## src/rtl/game_state_controller_if.sv

```systemverilog
// Game-flow controller bundle: player/collision inputs and
// state, lives, level and pulse outputs.
interface game_state_controller_if #(
  parameter int NUM_LIVES   = 3,
  parameter int LEVEL_WIDTH = 4
);
  logic                   i_Start;
  logic                   i_Has_Collided;
  logic                   i_Level_Up;
  logic [1:0]             o_State;
  logic                   o_Game_Active;
  logic [NUM_LIVES-1:0]   o_Lives;
  logic [LEVEL_WIDTH-1:0] o_Level;
  logic                   o_Frog_Reset;
  logic                   o_Game_Over;

  modport master (
    output i_Start,
    output i_Has_Collided,
    output i_Level_Up,
    input  o_State,
    input  o_Game_Active,
    input  o_Lives,
    input  o_Level,
    input  o_Frog_Reset,
    input  o_Game_Over
  );

  modport slave (
    input  i_Start,
    input  i_Has_Collided,
    input  i_Level_Up,
    output o_State,
    output o_Game_Active,
    output o_Lives,
    output o_Level,
    output o_Frog_Reset,
    output o_Game_Over
  );
endinterface

```

## src/rtl/game_state_controller.sv

```systemverilog
// Frogger game flow: IDLE/RUNNING/RESPAWN/GAME_OVER with
// lives, respawn and game-over timers, levels and bonus life.
module game_state_controller #(
  parameter int NUM_LIVES       = 3,
  parameter int RESPAWN_CYCLES  = 25000000,
  parameter int GAMEOVER_CYCLES = 50000000,
  parameter int LEVEL_WIDTH     = 4,
  parameter int MAX_LEVEL       = 9,
  parameter bit BONUS_LIFE_EN   = 1'b1
) (
  input logic              i_Clk,
  input logic              i_Rst_L,
  game_state_controller_if.slave bus
);

  localparam int MAXC =
    (RESPAWN_CYCLES > GAMEOVER_CYCLES) ?
    RESPAWN_CYCLES : GAMEOVER_CYCLES;
  localparam int TW = (MAXC > 1) ? $clog2(MAXC) : 1;

  localparam logic [TW-1:0] RESP_LOAD =
    TW'(RESPAWN_CYCLES - 1);
  localparam logic [TW-1:0] OVER_LOAD =
    TW'(GAMEOVER_CYCLES - 1);
  localparam logic [NUM_LIVES-1:0] FULL = '1;
  localparam logic [NUM_LIVES-1:0] ONE =
    NUM_LIVES'(1);
  localparam logic [LEVEL_WIDTH-1:0] LMAX =
    LEVEL_WIDTH'(MAX_LEVEL);

  typedef enum logic [1:0] {
    IDLE      = 2'd0,
    RUNNING   = 2'd1,
    RESPAWN   = 2'd2,
    GAME_OVER = 2'd3
  } state_t;

  state_t                 state_q, state_d;
  logic [NUM_LIVES-1:0]   lives_q, lives_d;
  logic [LEVEL_WIDTH-1:0] level_q, level_d;
  logic [TW-1:0]          timer_q, timer_d;
  logic                   frog_q, frog_d;
  logic                   over_q, over_d;
  logic                   prev_start, prev_hit;
  logic                   armed;

  logic start_edge, hit_edge, timer_zero, last_life;

  // A start held through reset release is not a fresh press:
  // armed stays low for the first clock so prev_start can latch.
  assign start_edge = armed & bus.i_Start & ~prev_start;
  assign hit_edge   = bus.i_Has_Collided & ~prev_hit;
  assign timer_zero = (timer_q == '0);
  assign last_life  = (lives_q == ONE);

  // State, counters, pulses and edge history registers
  always_ff @(posedge i_Clk or negedge i_Rst_L) begin
    if (!i_Rst_L) begin
      state_q    <= IDLE;
      lives_q    <= FULL;
      level_q    <= '0;
      timer_q    <= '0;
      frog_q     <= 1'b0;
      over_q     <= 1'b0;
      prev_start <= 1'b0;
      prev_hit   <= 1'b0;
      armed      <= 1'b0;
    end else begin
      state_q    <= state_d;
      lives_q    <= lives_d;
      level_q    <= level_d;
      timer_q    <= timer_d;
      frog_q     <= frog_d;
      over_q     <= over_d;
      prev_start <= bus.i_Start;
      prev_hit   <= bus.i_Has_Collided;
      armed      <= 1'b1;
    end
  end

  // Next-state selection
  always_comb begin
    state_d = state_q;
    unique case (state_q)
      IDLE:
        if (start_edge) state_d = RUNNING;
      RUNNING:
        if (hit_edge)
          state_d = last_life ? GAME_OVER : RESPAWN;
      RESPAWN:
        if (timer_zero) state_d = RUNNING;
      GAME_OVER:
        if (timer_zero) state_d = IDLE;
      default: state_d = IDLE;
    endcase
  end

  // Lives, level, timer and pulse updates for the next clock
  always_comb begin
    lives_d = lives_q;
    level_d = level_q;
    timer_d = timer_q;
    frog_d  = 1'b0;
    over_d  = 1'b0;
    unique case (state_q)
      IDLE: begin
        if (start_edge) begin
          lives_d = FULL;
          level_d = '0;
          frog_d  = 1'b1;
        end
      end
      RUNNING: begin
        if (hit_edge) begin
          lives_d = lives_q >> 1;
          if (last_life) begin
            over_d  = 1'b1;
            timer_d = OVER_LOAD;
          end else begin
            frog_d  = 1'b1;
            timer_d = RESP_LOAD;
          end
        end else if (bus.i_Level_Up) begin
          if (level_q < LMAX)
            level_d = level_q + LEVEL_WIDTH'(1);
          if (BONUS_LIFE_EN && lives_q != FULL)
            lives_d = (lives_q << 1) | ONE;
        end
      end
      RESPAWN, GAME_OVER: begin
        if (!timer_zero) timer_d = timer_q - TW'(1);
      end
      default: ;
    endcase
  end

  assign bus.o_State       = state_q;
  assign bus.o_Game_Active = (state_q == RUNNING);
  assign bus.o_Lives       = lives_q;
  assign bus.o_Level       = level_q;
  assign bus.o_Frog_Reset  = frog_q;
  assign bus.o_Game_Over   = over_q;

endmodule

```

## src/flat_wrapper.sv

```systemverilog
// flat-port wrapper written by rule: the top's interface ports become plain ports
module game_state_controller_flat 
#(
  parameter int NUM_LIVES       = 3,
  parameter int RESPAWN_CYCLES  = 25000000,
  parameter int GAMEOVER_CYCLES = 50000000,
  parameter int LEVEL_WIDTH     = 4,
  parameter int MAX_LEVEL       = 9,
  parameter bit BONUS_LIFE_EN   = 1'b1
)
  (i_Clk, i_Rst_L, bus_i_Start, bus_i_Has_Collided, bus_i_Level_Up, bus_o_State, bus_o_Game_Active, bus_o_Lives, bus_o_Level, bus_o_Frog_Reset, bus_o_Game_Over);
  game_state_controller_if #(.NUM_LIVES(NUM_LIVES), .LEVEL_WIDTH(LEVEL_WIDTH)) bus_i ();
  input logic i_Clk;
  input logic i_Rst_L;
  input wire logic [$bits(bus_i.i_Start)-1:0] bus_i_Start;
  input wire logic [$bits(bus_i.i_Has_Collided)-1:0] bus_i_Has_Collided;
  input wire logic [$bits(bus_i.i_Level_Up)-1:0] bus_i_Level_Up;
  output wire logic [$bits(bus_i.o_State)-1:0] bus_o_State;
  output wire logic [$bits(bus_i.o_Game_Active)-1:0] bus_o_Game_Active;
  output wire logic [$bits(bus_i.o_Lives)-1:0] bus_o_Lives;
  output wire logic [$bits(bus_i.o_Level)-1:0] bus_o_Level;
  output wire logic [$bits(bus_i.o_Frog_Reset)-1:0] bus_o_Frog_Reset;
  output wire logic [$bits(bus_i.o_Game_Over)-1:0] bus_o_Game_Over;
  assign bus_i.i_Start = bus_i_Start;
  assign bus_i.i_Has_Collided = bus_i_Has_Collided;
  assign bus_i.i_Level_Up = bus_i_Level_Up;
  assign bus_o_State = bus_i.o_State;
  assign bus_o_Game_Active = bus_i.o_Game_Active;
  assign bus_o_Lives = bus_i.o_Lives;
  assign bus_o_Level = bus_i.o_Level;
  assign bus_o_Frog_Reset = bus_i.o_Frog_Reset;
  assign bus_o_Game_Over = bus_i.o_Game_Over;
  game_state_controller #(.NUM_LIVES(NUM_LIVES), .RESPAWN_CYCLES(RESPAWN_CYCLES), .GAMEOVER_CYCLES(GAMEOVER_CYCLES), .LEVEL_WIDTH(LEVEL_WIDTH), .MAX_LEVEL(MAX_LEVEL), .BONUS_LIFE_EN(BONUS_LIFE_EN)) u_core (.i_Clk(i_Clk), .i_Rst_L(i_Rst_L), .bus(bus_i));
endmodule
```

## config.mk

```make
export PLATFORM = sky130hd
export DESIGN_NAME = game_state_controller_flat
export DESIGN_NICKNAME = d
export VERILOG_FILES = /design/src/rtl/game_state_controller_if.sv /design/src/rtl/game_state_controller.sv /design/src/flat_wrapper.sv
export SDC_FILE = /design/constraint.sdc
export NUM_CORES = 1
export LEC_CHECK = 0
export BUFFER_PORTS_ARGS = -buffer_cell sky130_fd_sc_hd__buf_4
export CAP_MARGIN = 20
export CELL_PAD_IN_SITES_DETAIL_PLACEMENT = 2
export CELL_PAD_IN_SITES_GLOBAL_PLACEMENT = 2
export CORE_ASPECT_RATIO = 1.2
export CORE_MARGIN = 2
export CORE_UTILIZATION = 38
export DETAILED_ROUTE_END_ITERATION = 7
export PLACE_DENSITY_LB_ADDON = 0.25
export RECOVER_POWER = 100
export SLEW_MARGIN = 20
export SYNTH_ARGS = -nofsm -noshare
export SYNTH_HDL_FRONTEND = slang
export SYNTH_SLANG_ARGS = --single-unit
export TNS_END_PERCENT = 30
```

## constraint.sdc

```tcl
create_clock -name i_Clk -period 2.78 [get_ports i_Clk]
set_input_delay 0.139 -clock i_Clk [delete_from_list [all_inputs] [get_ports i_Clk]]
set_output_delay 0.139 -clock i_Clk [all_outputs]
set_load 0.05 [all_outputs]
```

==> report_table.html <==
<table>
<tr><th>Metric</th><th>Value</th></tr>
<tr><th colspan="2">CTS</th></tr>
<tr><td>Clk Tree Root Cell</td><td>sky130_fd_sc_hd__clkbuf_8</td></tr>
<tr><td>Number of resized instances in the post-cts repair step</td><td>0</td></tr>
<tr><td>Clock tree from TritonCTS</td><td>yes</td></tr>
<tr><td>Clock sink count</td><td>40</td></tr>
<tr><td>Clock transition at the registers of the reported paths</td><td>roughly 0.080 ns</td></tr>
<tr><td>Maximum clock insertion buffer count</td><td>2</td></tr>
<tr><td>Clock Latency Late Sink</td><td>roughly 0.28 ns</td></tr>
<tr><td>TritonCTS Buffers</td><td>5</td></tr>
<tr><td>CTS HTree Levels</td><td>2</td></tr>
<tr><th colspan="2">Timing</th></tr>
<tr><td>Final period utilization</td><td>91.1%</td></tr>
<tr><td>Time the final worst path needs with I/O delays and setup</td><td>2.53 ns</td></tr>
<tr><td>Post-route setup TNS</td><td>0 ns</td></tr>
<tr><td>Unrepaired setup endpoints after global routing</td><td>false</td></tr>
<tr><td>Setup-violating endpoint count in the final report</td><td>0</td></tr>
<tr><td>Final hold violations</td><td>0</td></tr>
<tr><td>Worst Tran Pin Value</td><td>1.03 ns</td></tr>
<tr><td>Fmax</td><td>approximately 0.4 GHz</td></tr>
<tr><td>Max-slew headroom</td><td>a little under a third</td></tr>
<tr><td>Max Slew Vio Count</td><td>0</td></tr>
<tr><td>Clock Skew</td><td>just over 0.007 ns</td></tr>
<tr><td>Final WS setup</td><td>approximately 0.25 ns</td></tr>
<tr><th colspan="2">Synthesis</th></tr>
<tr><td>Area share of the largest cell type after synthesis</td><td>43.7%</td></tr>
<tr><td>Total of flip-flops plus latches after synthesis</td><td>40</td></tr>
<tr><td>Synth Flop Type</td><td>sky130_fd_sc_hd__dfrtp_1</td></tr>
<tr><td>Synthesized cell area</td><td>between 2000 and 2500 um2</td></tr>
<tr><td>Cells after synthesis</td><td>approximately 220</td></tr>
<tr><td>Number of distinct library cell variants in the gate-level netlist after synthesis</td><td>52</td></tr>
<tr><td>Top cells by instance count after synthesis</td><td>sky130_fd_sc_hd__dfrtp_1, sky130_fd_sc_hd__nand3_1, sky130_fd_sc_hd__nand2_1</td></tr>
<tr><td>Number of enable-type register cells in the synthesized netlist</td><td>0</td></tr>
<tr><td>Seq/Total Area, Yosys</td><td>47.4%</td></tr>
<tr><td>Avg Synthesized Cell Area</td><td>slightly below 10 um2</td></tr>
<tr><td>Count of yosys warnings during synthesis</td><td>0</td></tr>
<tr><td>Share of synthesized registers carrying an async set or reset</td><td>100%</td></tr>
<tr><td>Post-synthesis net count</td><td>roughly 230</td></tr>
<tr><td>Most repeated cell in the gate-level netlist after synthesis</td><td>sky130_fd_sc_hd__dfrtp_1</td></tr>
<tr><td>Cells taking the most area after synthesis</td><td>sky130_fd_sc_hd__dfrtp_1, sky130_fd_sc_hd__nand3_1, sky130_fd_sc_hd__dfstp_2, sky130_fd_sc_hd__nor3_1, sky130_fd_sc_hd__nand2_1</td></tr>
<tr><td>Yosys top cell by area</td><td>sky130_fd_sc_hd__dfrtp_1</td></tr>
<tr><th colspan="2">Floorplan</th></tr>
<tr><td>Initial cell density of the core</td><td>39.7%</td></tr>
<tr><td>Top-level port count</td><td>17</td></tr>
<tr><td>Die outline area</td><td>roughly 6200 um2</td></tr>
<tr><td>CORE AREA</td><td>between 5000 and 6000 um2</td></tr>
<tr><td>Die Span X</td><td>72.2 um</td></tr>
<tr><td>Number of rows created at floorplan</td><td>29</td></tr>
<tr><td>Chip Height</td><td>85.8 um</td></tr>
<tr><th colspan="2">Setup path</th></tr>
<tr><td>Launch instance of the worst register-to-register path</td><td>u_core.timer_q[4]</td></tr>
<tr><td>Data required time at the worst endpoint</td><td>2.98 ns</td></tr>
<tr><td>Category of the worst setup path capture point</td><td>register</td></tr>
<tr><td>Number of cell instances on the worst register-to-register path</td><td>5</td></tr>
<tr><td>WP data arrival</td><td>2.73 ns</td></tr>
<tr><td>CP max FO</td><td>14</td></tr>
<tr><td>Type of the worst setup path</td><td>register to register</td></tr>
<tr><td>Internal reg-to-reg setup slack</td><td>0.25 ns</td></tr>
<tr><td>Startpoint types</td><td>register</td></tr>
<tr><td>Endpoint of the lowest-slack register-to-register path</td><td>u_core.timer_q[21]</td></tr>
<tr><th colspan="2">Global route</th></tr>
<tr><td>Initial antenna violation count</td><td>0</td></tr>
<tr><td>GRT Residual Overflow</td><td>0</td></tr>
<tr><td>Overall fraction of global-route tracks in use</td><td>between 20% and 30%</td></tr>
<tr><td>Pin count of the biggest net entering global routing</td><td>41</td></tr>
<tr><td>Number of global-route vias before repair</td><td>~2,100</td></tr>
<tr><td>Wire length of the first global-routing pass</td><td>10.7 mm</td></tr>
<tr><th colspan="2">Hold path</th></tr>
<tr><td>Endpoint with the worst hold slack</td><td>u_core.bus.o_Lives[1]</td></tr>
<tr><td>Hold path start</td><td>bus_i_Level_Up</td></tr>
<tr><td>Type of the most critical hold path</td><td>input pin to register</td></tr>
<tr><td>Cell depth of the worst hold path</td><td>4</td></tr>
<tr><th colspan="2">Layout</th></tr>
<tr><td>Fraction of final layout cells sized beyond drive strength 1</td><td>around 9%</td></tr>
<tr><td>Post-route core utilization</td><td>44.4%</td></tr>
<tr><td>Final-stage net count</td><td>~250</td></tr>
<tr><td>Antenna cells</td><td>0</td></tr>
<tr><td>Finished layout cell area</td><td>about 2400 um2</td></tr>
<tr><td>Area growth from synthesis to layout</td><td>11.7%</td></tr>
<tr><th colspan="2">Placement</th></tr>
<tr><td>Detailed-placement wirelength estimate</td><td>4.46 mm</td></tr>
<tr><td>Minimum setup slack after placement</td><td>a little over 0.3 ns</td></tr>
<tr><td>Count of input and output buffers</td><td>16</td></tr>
<tr><td>Routability Congestion</td><td>~0.80</td></tr>
<tr><td>DP Area</td><td>between 2000 and 2500 um2</td></tr>
<tr><th colspan="2">Route</th></tr>
<tr><td>DRC</td><td>0</td></tr>
<tr><td>Number of iterations in the first detailed-routing pass</td><td>4</td></tr>
<tr><td>Post-detailed-route via-to-cell ratio</td><td>approximately 6</td></tr>
<tr><td>Routed wire per std cell</td><td>between 20 and 25 um</td></tr>
<tr><td>Post-route antenna net violation count</td><td>0</td></tr>
<tr><td>Detailed Route Iter0 Violations</td><td>46</td></tr>
<tr><td>Number of vias in the routed layout</td><td>1,888</td></tr>
<tr><td>Sum of routed wire length over all layers</td><td>approximately 6.2 mm</td></tr>
<tr><th colspan="2">Power</th></tr>
<tr><td>Total power per unit cell area</td><td>about 410 nW/um2</td></tr>
<tr><td>Leakage power summed over all cells</td><td>roughly 0.87 nW</td></tr>
<tr><td>Maximum vdd ir drop</td><td>about 0.21 mV</td></tr>
<tr><th colspan="2">Job</th></tr>
<tr><td>Maximum capacitance violations</td><td>0</td></tr>
<tr><th colspan="2">Outcome</th></tr>
<tr><td>Status</td><td>complete, no violations</td></tr>
</table>
[power breakdown]
| group | internal, W | leakage, nW | switching [W] | total [W] |
|---|---|---|---|---|
| registers | 0.000584 | 0.422 | 0.000000868 | 0.000585 |
| clock network | 0.000176 | 0.0422 | 0.000198 | 0.000375 |
| logic | 0.00000605 | 0.409 | 0.0000146 | 0.0000206 |
| total | 0.000766 | 0.873 | 0.000214 | 0.000980 |
[cell usage in the layout, fill, tap and decap left out, types with 4 or more instances in the layout]
cell	synthesis	final
sky130_fd_sc_hd__a21oi_1	8	8
sky130_fd_sc_hd__a31oi_1	7	7
sky130_fd_sc_hd__buf_4	1	6
sky130_fd_sc_hd__clkbuf_1	6	18
sky130_fd_sc_hd__clkbuf_8	0	5
sky130_fd_sc_hd__dfrtp_1	37	37
sky130_fd_sc_hd__inv_1	9	9
sky130_fd_sc_hd__mux2i_1	4	4
sky130_fd_sc_hd__nand2_1	15	15
sky130_fd_sc_hd__nand3_1	16	16
sky130_fd_sc_hd__nor2_1	10	10
sky130_fd_sc_hd__nor2b_1	4	4
sky130_fd_sc_hd__nor3_1	13	14
sky130_fd_sc_hd__nor4_1	5	5
sky130_fd_sc_hd__o21ai_0	10	13
sky130_fd_sc_hd__o31ai_1	3	4
sky130_fd_sc_hd__or3_1	6	6
sky130_fd_sc_hd__or4_1	6	6
[layout make-up]
type	count	area, um2
clock buffer	7	76.3
clock inverter	1	5.00
fill	584	2970
inverter	9	33.8
multi-input combinational	160	1020
sequential	40	1000
tap	62	77.6
timing repair buffer	27	145
[logic make-up after synthesis]
group	share of synthesized area [%]
flip-flops	47.4
buffers and inverters	3.78
other	0.177
AND/OR/NAND/NOR	24.8
multiplexers	2.42
adder cells (fa/ha/maj)	1.77
AO/OA/AOI/OAI	18.0
XOR/XNOR	1.65
[flip-flops by register name, indices dropped and copies added, names as in the netlist]
register,count
u_core.prev_start,1
u_core.bus.o_Frog_Reset,1
u_core.prev_hit,1
u_core.armed,1
u_core.bus.o_Game_Over,1
u_core.bus.o_State,2
u_core.bus.o_Lives,3
u_core.timer_q,26
u_core.bus.o_Level,4
[critical path: stages (launching register included)]
cell	delay (ns)
sky130_fd_sc_hd__dfrtp_1	0.43
sky130_fd_sc_hd__or4_4	0.57
sky130_fd_sc_hd__or3_1	0.48
sky130_fd_sc_hd__o31a_1	0.51
sky130_fd_sc_hd__and4_1	0.29
sky130_fd_sc_hd__o21ai_0	0.16
[metrics by stage]
| step | hold WS (ns) | cells | total power, W |
|---|---|---|---|
| final | 0.321 | 306 | 0.000980 |
| after global routing | 0.363 | 306 | 0.00102 |
| after CTS | 0.311 | 306 | 0.000997 |
| after detailed placement | 0.158 | 295 | 0.000616 |
| after global placement | 0.146 | 295 | 0.000615 |
| after floorplan | -0.157 | 218 | 0.000598 |
[what timing repair did]
| action | in CTS | in global routing |
|---|---|---|
| buffers inserted | 0 | 0 |
| hold endpoints to repair | 39 | 0 |
| hold buffers | 3 | 0 |
| setup endpoints to repair | 0 | 0 |
[metal layers]
layer | vias to the layer above | track usage, % | part of all wire (%)
met5 | - | 0 | 0
met4 | 0 | 4.63 | 1.0
met3 | 4 | 3.29 | 2.6
met2 | 30 | 39.5 | 54
met1 | 973 | 27.8 | 43
li1 | 881 | - | -
[worst max path at each step]
stage,start,to,depth (start not counted)
finish,u_core.timer_q[4],u_core.timer_q[21],5
global route,u_core.timer_q[4],u_core.timer_q[21],5
floorplan,u_core.bus.o_State[1],u_core.bus.o_Lives[2],6
detailed placement,u_core.timer_q[4],u_core.timer_q[2],5
global placement,u_core.timer_q[4],u_core.timer_q[2],5
CTS,u_core.timer_q[4],u_core.timer_q[2],5
Power figures use the tool's default switching activity.
